<file path="config.mk">
export PLATFORM = sky130hd
export DESIGN_NAME = muldiv_unit
export DESIGN_NICKNAME = d
export VERILOG_FILES = /design/src/rtl/muldiv_unit.sv
export SDC_FILE = /design/constraint.sdc
export NUM_CORES = 1
export LEC_CHECK = 0
export ABC_AREA = 1
export CAP_MARGIN = 5
export CORE_MARGIN = 2
export CORE_UTILIZATION = 35
export DETAILED_ROUTE_END_ITERATION = 16
export GPL_TIMING_DRIVEN = 0
export MAX_ROUTING_LAYER = met4
export SLEW_MARGIN = 30
export SYNTH_ARGS = -nofsm -noshare
export SYNTH_HDL_FRONTEND = slang
export SYNTH_SLANG_ARGS = --single-unit
</file>
<file path="constraint.sdc">
create_clock -name clk -period 4.6 [get_ports clk]
set_input_delay 0.92 -clock clk [delete_from_list [all_inputs] [get_ports clk]]
set_output_delay 0.92 -clock clk [all_outputs]
set_load 0.01 [all_outputs]
</file>
<file path="src/rtl/muldiv_unit.sv">
// Iterative 32-bit multiply/divide unit feeding the register-file write port.
// One operation in flight; fixed 35-cycle issue-to-issue cadence for every op.
module muldiv_unit #(
    parameter int raw = 5
) (
    input  logic           clk,
    input  logic           rst_n,
    input  logic           start_i,
    input  logic [1:0]     op_i,
    input  logic [31:0]    rs_val_i,
    input  logic [31:0]    rt_val_i,
    input  logic [raw-1:0] rd_addr_i,
    output logic           busy_o,
    output logic           done_o,
    output logic           wb_wen_o,
    output logic [raw-1:0] wb_addr_o,
    output logic [31:0]    wb_data_o,
    output logic [31:0]    hi_o
);

    // state | meaning
    // IDLE  | waiting for start_i, operands not yet latched
    // CALC  | 32 shift-add / restoring-divide iterations
    // FIX   | apply result signs, register wb_data_o / hi_o
    // DONE  | single-cycle write-back pulse
    typedef enum logic [1:0] {IDLE, CALC, FIX, DONE} state_t;

    state_t         state;
    logic           is_div;
    logic           neg_lo;
    logic           neg_hi;
    logic           div_zero;
    logic [31:0]    a_abs;
    logic [31:0]    b_abs;
    logic [4:0]     cnt;
    logic [63:0]    acc;
    logic [31:0]    rem;
    logic [raw-1:0] rd_q;

    logic           sign_a;
    logic           sign_b;
    logic [31:0]    a_in;
    logic [31:0]    b_in;
    logic [32:0]    mul_sum;
    logic [32:0]    rem_sh;
    logic           rem_ge;
    logic [31:0]    rem_sub;
    logic [63:0]    prod_fix;
    logic [31:0]    quo_fix;
    logic [31:0]    rem_fix;

    always_comb begin
        sign_a   = op_i[0] & rs_val_i[31];
        sign_b   = op_i[0] & rt_val_i[31];
        a_in     = sign_a ? (32'd0 - rs_val_i) : rs_val_i;
        b_in     = sign_b ? (32'd0 - rt_val_i) : rt_val_i;
        mul_sum  = {1'b0, acc[63:32]} + (acc[0] ? {1'b0, a_abs} : 33'd0);
        // Remainder always stays below the divisor, so the 32-bit subtract is exact.
        rem_sh   = {rem, acc[31]};
        rem_ge   = rem_sh >= {1'b0, b_abs};
        rem_sub  = rem_sh[31:0] - b_abs;
        prod_fix = neg_lo ? (64'd0 - acc) : acc;
        quo_fix  = div_zero ? 32'hFFFF_FFFF : (neg_lo ? (32'd0 - acc[31:0]) : acc[31:0]);
        rem_fix  = neg_hi ? (32'd0 - rem) : rem;
    end

    always_ff @(posedge clk or negedge rst_n) begin
        if (!rst_n) begin
            state     <= IDLE;
            is_div    <= 1'b0;
            neg_lo    <= 1'b0;
            neg_hi    <= 1'b0;
            div_zero  <= 1'b0;
            a_abs     <= '0;
            b_abs     <= '0;
            cnt       <= '0;
            acc       <= '0;
            rem       <= '0;
            rd_q      <= '0;
            busy_o    <= 1'b0;
            done_o    <= 1'b0;
            wb_wen_o  <= 1'b0;
            wb_addr_o <= '0;
            wb_data_o <= '0;
            hi_o      <= '0;
        end else begin
            case (state)
                IDLE: begin
                    if (start_i) begin
                        is_div   <= op_i[1];
                        neg_lo   <= sign_a ^ sign_b;
                        neg_hi   <= op_i[1] ? sign_a : (sign_a ^ sign_b);
                        div_zero <= op_i[1] & (rt_val_i == 32'd0);
                        a_abs    <= a_in;
                        b_abs    <= b_in;
                        // Multiply shifts the multiplier out of acc; divide shifts the dividend out.
                        acc      <= op_i[1] ? {32'd0, a_in} : {32'd0, b_in};
                        rem      <= '0;
                        rd_q     <= rd_addr_i;
                        cnt      <= '0;
                        busy_o   <= 1'b1;
                        state    <= CALC;
                    end
                end
                CALC: begin
                    if (is_div) begin
                        rem        <= rem_ge ? rem_sub : rem_sh[31:0];
                        acc[31:0]  <= {acc[30:0], rem_ge};
                    end else begin
                        acc <= {mul_sum, acc[31:1]};
                    end
                    cnt <= cnt + 5'd1;
                    if (cnt == 5'd31) begin
                        state <= FIX;
                    end
                end
                FIX: begin
                    if (is_div) begin
                        wb_data_o <= quo_fix;
                        hi_o      <= rem_fix;
                    end else begin
                        wb_data_o <= prod_fix[31:0];
                        hi_o      <= prod_fix[63:32];
                    end
                    wb_addr_o <= rd_q;
                    done_o    <= 1'b1;
                    wb_wen_o  <= 1'b1;
                    state     <= DONE;
                end
                DONE: begin
                    done_o   <= 1'b0;
                    wb_wen_o <= 1'b0;
                    busy_o   <= 1'b0;
                    state    <= IDLE;
                end
                default: state <= IDLE;
            endcase
        end
    end

endmodule

</file>
==> metrics.txt <==
# TYPE chip_impl_metric gauge
chip_impl_info{name="status",value="complete, no violations"} 1
chip_impl_metric{name="synth-edff-count",unit=""} 0
chip_impl_metric{name="fin_nets",unit=""} 3590
chip_impl_metric{name="gp_congestion",unit=""} 1.032
chip_impl_metric{name="initial_core_util",unit="%"} 35.33
chip_impl_metric{name="cts_hold_buf",unit=""} 0
chip_impl_metric{name="post_synth_num_cell_types",unit=""} 50
chip_impl_metric{name="drive_gt1_share",unit="%"} 4.217
chip_impl_metric{name="detailed_routing_iteration_count_for_the_pre_antenna_repair_pass",unit=""} 5
chip_impl_info{name="critPathLaunchType",value="flop"} 1
chip_impl_metric{name="tightest_slew",unit="ns"} 0.8879
chip_impl_info{name="cp_slowest_cell",value="fa_1"} 1
chip_impl_info{name="synth.area.top_cells",value="dfrtp_1 30%, nand2_1 18%, nor2_1 8.9%, nand3_1 7.6%, inv_1 7.1%"} 1
chip_impl_metric{name="final_core_util",unit="%"} 41.55
chip_impl_metric{name="placeableCoreArea",unit="mm²"} 0.05748
chip_impl_metric{name="setup_total_negative_slack",unit="ns"} 0
chip_impl_metric{name="ys_seq_elements",unit=""} 247
chip_impl_metric{name="arrival",unit="ns"} 3.69
chip_impl_metric{name="clock-skew-final",unit="ns"} 0.02555
chip_impl_metric{name="finalWorstPathRequiredPeriod",unit="ns"} 3.144
chip_impl_metric{name="worst_ep_required_time",unit="ns"} 5.14
chip_impl_metric{name="count_of_final_hold_check_violations",unit=""} 0
chip_impl_metric{name="clockBufferDepth",unit=""} 3
chip_impl_metric{name="clk-insertion-delay-late",unit="ns"} 0.62
chip_impl_metric{name="first_iter_violations",unit=""} 2737
chip_impl_metric{name="first_global_vias",unit=""} 20741
chip_impl_info{name="synth_area_leader_cell",value="dfrtp_1"} 1
chip_impl_info{name="clk_root_buffer_cell",value="clkbuf_16"} 1
chip_impl_info{name="worstPathCellList",value="buf_2 > clkbuf_1 > nand2_1 > inv_1 > ha_1 > inv_1 > fa_1 > o21ai_1 > nand2_1 > o211ai_1 > nand2_1 > nand2_1 > nand2_1 > nand2_1 > nand2_1 > nand2_1 > nand2_1 > nand2_1"} 1
chip_impl_info{name="hold_class",value="input port to asynchronous set/reset pin"} 1
chip_impl_metric{name="routedWlPerCell",unit="µm"} 21.39
chip_impl_metric{name="cts_htree_levels",unit=""} 1
chip_impl_metric{name="relSlewSlack",unit="%"} 40.81
chip_impl_metric{name="cts_inserted_buffers",unit=""} 31
chip_impl_metric{name="max_freq",unit="MHz"} 318.0
chip_impl_info{name="cts_tree",value="built"} 1
chip_impl_metric{name="timing.reg2reg.setup_slack",unit="ns"} 1.46
chip_impl_metric{name="detail_route.wirelength",unit="µm"} 90410
chip_impl_metric{name="drt_drc_violations_left",unit=""} 0
chip_impl_metric{name="synth.top_cell.area_share",unit="%"} 30.44
chip_impl_metric{name="fp.dieArea",unit="mm²"} 0.05996
chip_impl_info{name="synth_top_flop_cell",value="dfrtp_1"} 1
chip_impl_metric{name="final_max_slew_viol_count",unit=""} 0
chip_impl_info{name="end_kind",value="flop"} 1
chip_impl_metric{name="drt-vias-per-instance",unit=""} 5.371
chip_impl_metric{name="chipHeight",unit="µm"} 244.9
chip_impl_metric{name="grt_antenna_before_repair",unit=""} 0
chip_impl_metric{name="synthesis.area",unit="mm²"} 0.02031
chip_impl_metric{name="power.density_cell_area",unit="mW/mm²"} 653.2
chip_impl_metric{name="grt_use_total",unit="%"} 30.51
chip_impl_info{name="rsz0062_at_grt",value="no"} 1
chip_impl_metric{name="portBuffers",unit=""} 144
chip_impl_metric{name="synth_sequential_area_ratio",unit="%"} 30.44
chip_impl_metric{name="post-place-ws",unit="ns"} 0.9478
chip_impl_metric{name="syn_avg_cell_area",unit="µm²"} 6.229
chip_impl_metric{name="vdd_drop_max",unit="mV"} 0.3586
chip_impl_metric{name="post-dp-hpwl",unit="µm"} 74160
chip_impl_metric{name="number_of_antenna_cells_inserted",unit=""} 0
chip_impl_metric{name="clock_sinks",unit=""} 247
chip_impl_metric{name="timing.final.crit_share",unit="%"} 68.36
chip_impl_metric{name="synthArstFlopShare",unit="%"} 100.0
chip_impl_info{name="criticalPathCategory",value="flop to flop"} 1
chip_impl_info{name="crit_reg_reg_endpoint",value="acc[63]$_DFFE_PN0P_"} 1
chip_impl_metric{name="die_width",unit="µm"} 244.9
chip_impl_info{name="critical-path-top-cell-by-count",value="nand2_1"} 1
chip_impl_metric{name="grt_max_degree",unit=""} 84
chip_impl_metric{name="crit_fanout",unit=""} 10
chip_impl_metric{name="maxCapViolations",unit=""} 0
chip_impl_metric{name="post_cts_buffers",unit=""} 0
chip_impl_metric{name="worst_slack",unit="ns"} 1.456
chip_impl_metric{name="power.leakage",unit="nW"} 11.91
chip_impl_metric{name="routed-via-count",unit=""} 22705
chip_impl_info{name="r2r_start",value="acc[0]$_DFFE_PN0P_"} 1
chip_impl_metric{name="layout-area-overhead-vs-synth",unit="%"} 17.62
chip_impl_metric{name="overflow",unit=""} 0
chip_impl_metric{name="synthCells",unit=""} 3260
chip_impl_metric{name="crit_path_max_incr_delay",unit="ns"} 0.40
chip_impl_metric{name="cts.clk_slew.worst_paths",unit="ns"} 0.07
chip_impl_metric{name="reg2reg_depth",unit=""} 18
chip_impl_metric{name="setup-violations-final",unit=""} 0
chip_impl_metric{name="cts.repair.resized",unit=""} 0
chip_impl_metric{name="rows",unit=""} 88
chip_impl_metric{name="ys.warnings.count",unit=""} 0
chip_impl_metric{name="synth.net_count",unit=""} 3410
chip_impl_metric{name="top_level_ports",unit=""} 146
chip_impl_metric{name="grt_pass1_wl",unit="µm"} 133600
chip_impl_metric{name="ant_nets",unit=""} 0
[synth_stat cells (all sizes together) (7+ instances only)]
library cell,count
nor2,494
o211ai,19
o21a,7
inv,388
o21bai,13
nand4,33
a221oi,30
nand3,314
or2,9
ha,74
a21oi,169
o21ai,168
dfrtp,247
clkbuf,55
xor2,28
xnor2,23
nand3b,23
o22ai,19
a31oi,52
buf,50
a22oi,9
nand2,986
nor3,25
[cell usage in the layout, fill, tap and decap left out, drive strengths merged]
master / instances
buf: 54
a22oi: 9
or2: 9
clkinvlp: 1
a31oi: 52
nor3: 25
ha: 74
fa: 2
o211ai: 19
dfrtp: 247
o21a: 7
xnor2: 23
and2: 2
o31ai: 2
inv: 389
o22ai: 19
clkbuf: 96
clkdlybuf4s50: 143
bufinv: 5
a21boi: 1
o32ai: 2
o21bai: 13
nor4: 5
xor2: 28
o21ai: 168
nor2: 494
a221oi: 30
a211oi: 1
nand3: 314
clkinv: 9
o41ai: 1
nand3b: 23
nand4: 33
nand2: 986
a21oi: 169
or3: 1
a21o: 6
[worst max-delay path, delay by kind of cell, from the launching register on]
family	cells	cell delay, ns
AND/OR/NAND/NOR	10	0.95
flip-flops	1	0.32
AO/OA/AOI/OAI	2	0.52
buffers and inverters	4	0.73
adder cells (fa/ha/maj)	2	0.53
[per-stage QoR]
step / power [mW] / std cells / instance area [µm²] / hold slack (ns)
global route: 16.67 / 4227 / 23880 / 0.1517
floorplan: 9.174 / 3260 / 20310 / 0.4467
global placement: 12.70 / 4169 / 22700 / 0.4539
finish: 15.60 / 4227 / 23880 / 0.1645
detailed placement: 12.71 / 4172 / 22790 / 0.4592
CTS: 15.43 / 4227 / 23880 / 0.1379
[sequential cells by signal, summed over array words and instances (netlist names), 32 cells and up]
| signal | count |
|---|---|
| hi_o | 32 |
| a_abs | 32 |
| wb_data_o | 32 |
| b_abs | 32 |
| acc | 64 |
| rem | 32 |
[final cells by class]
class / instances / area, µm²
tap: 765 / 957.2
fill: 6262 / 33590
buffer: 105 / 496.7
inverter: 390 / 1464
sequential: 247 / 6181
timing repair buffer: 147 / 1529
clock inverter: 14 / 216.5
multi-input combinational: 2518 / 12170
clock buffer: 41 / 873.3
[logic make-up after synthesis]
kind of cell,after synthesis,synth area share (%)
XOR/XNOR,51,2.200
AND/OR/NAND/NOR,1892,38.65
buffers and inverters,495,9.649
flip-flops,247,30.44
AO/OA/AOI/OAI,499,14.31
adder cells (fa/ha/maj),76,4.757
[worst max path at each step]
stage	start	end	slack, ns	depth (start not counted)
after floorplan	acc[0]$_DFFE_PN0P_	acc[59]$_DFFE_PN0P_	2.19	17
after global placement	rst_n	b_abs[11]$_DFFE_PN0P_	-8.84	1
after detailed placement	rt_val_i[0]	acc[14]$_DFFE_PN0P_	0.95	11
after CTS	acc[0]$_DFFE_PN0P_	acc[63]$_DFFE_PN0P_	1.49	18
after global routing	acc[0]$_DFFE_PN0P_	acc[63]$_DFFE_PN0P_	1.13	18
final	acc[0]$_DFFE_PN0P_	acc[63]$_DFFE_PN0P_	1.46	18
[where the power goes]
group	switching (mW)	leakage [nW]	internal [mW]
Sequential	1.04	3.00	3.07
Combinational	5.86	8.37	2.94
Clock	1.08	0.538	1.61
Total	7.98	11.9	7.62
[metal layers]
| layer | global-route usage, % | wire length [µm] | up-vias |
|---|---|---|---|
| met1 | 43.80 | 41970 | 10568 |
| met3 | 3.422 | 6600 | 163 |
| met4 | 12.50 | 4487 | 0 |
| li1 | - | - | 10974 |
| met2 | 43.35 | 37350 | 1000 |
| met5 | - | 0 | - |
Note: power is estimated with default switching activity, not from simulation.
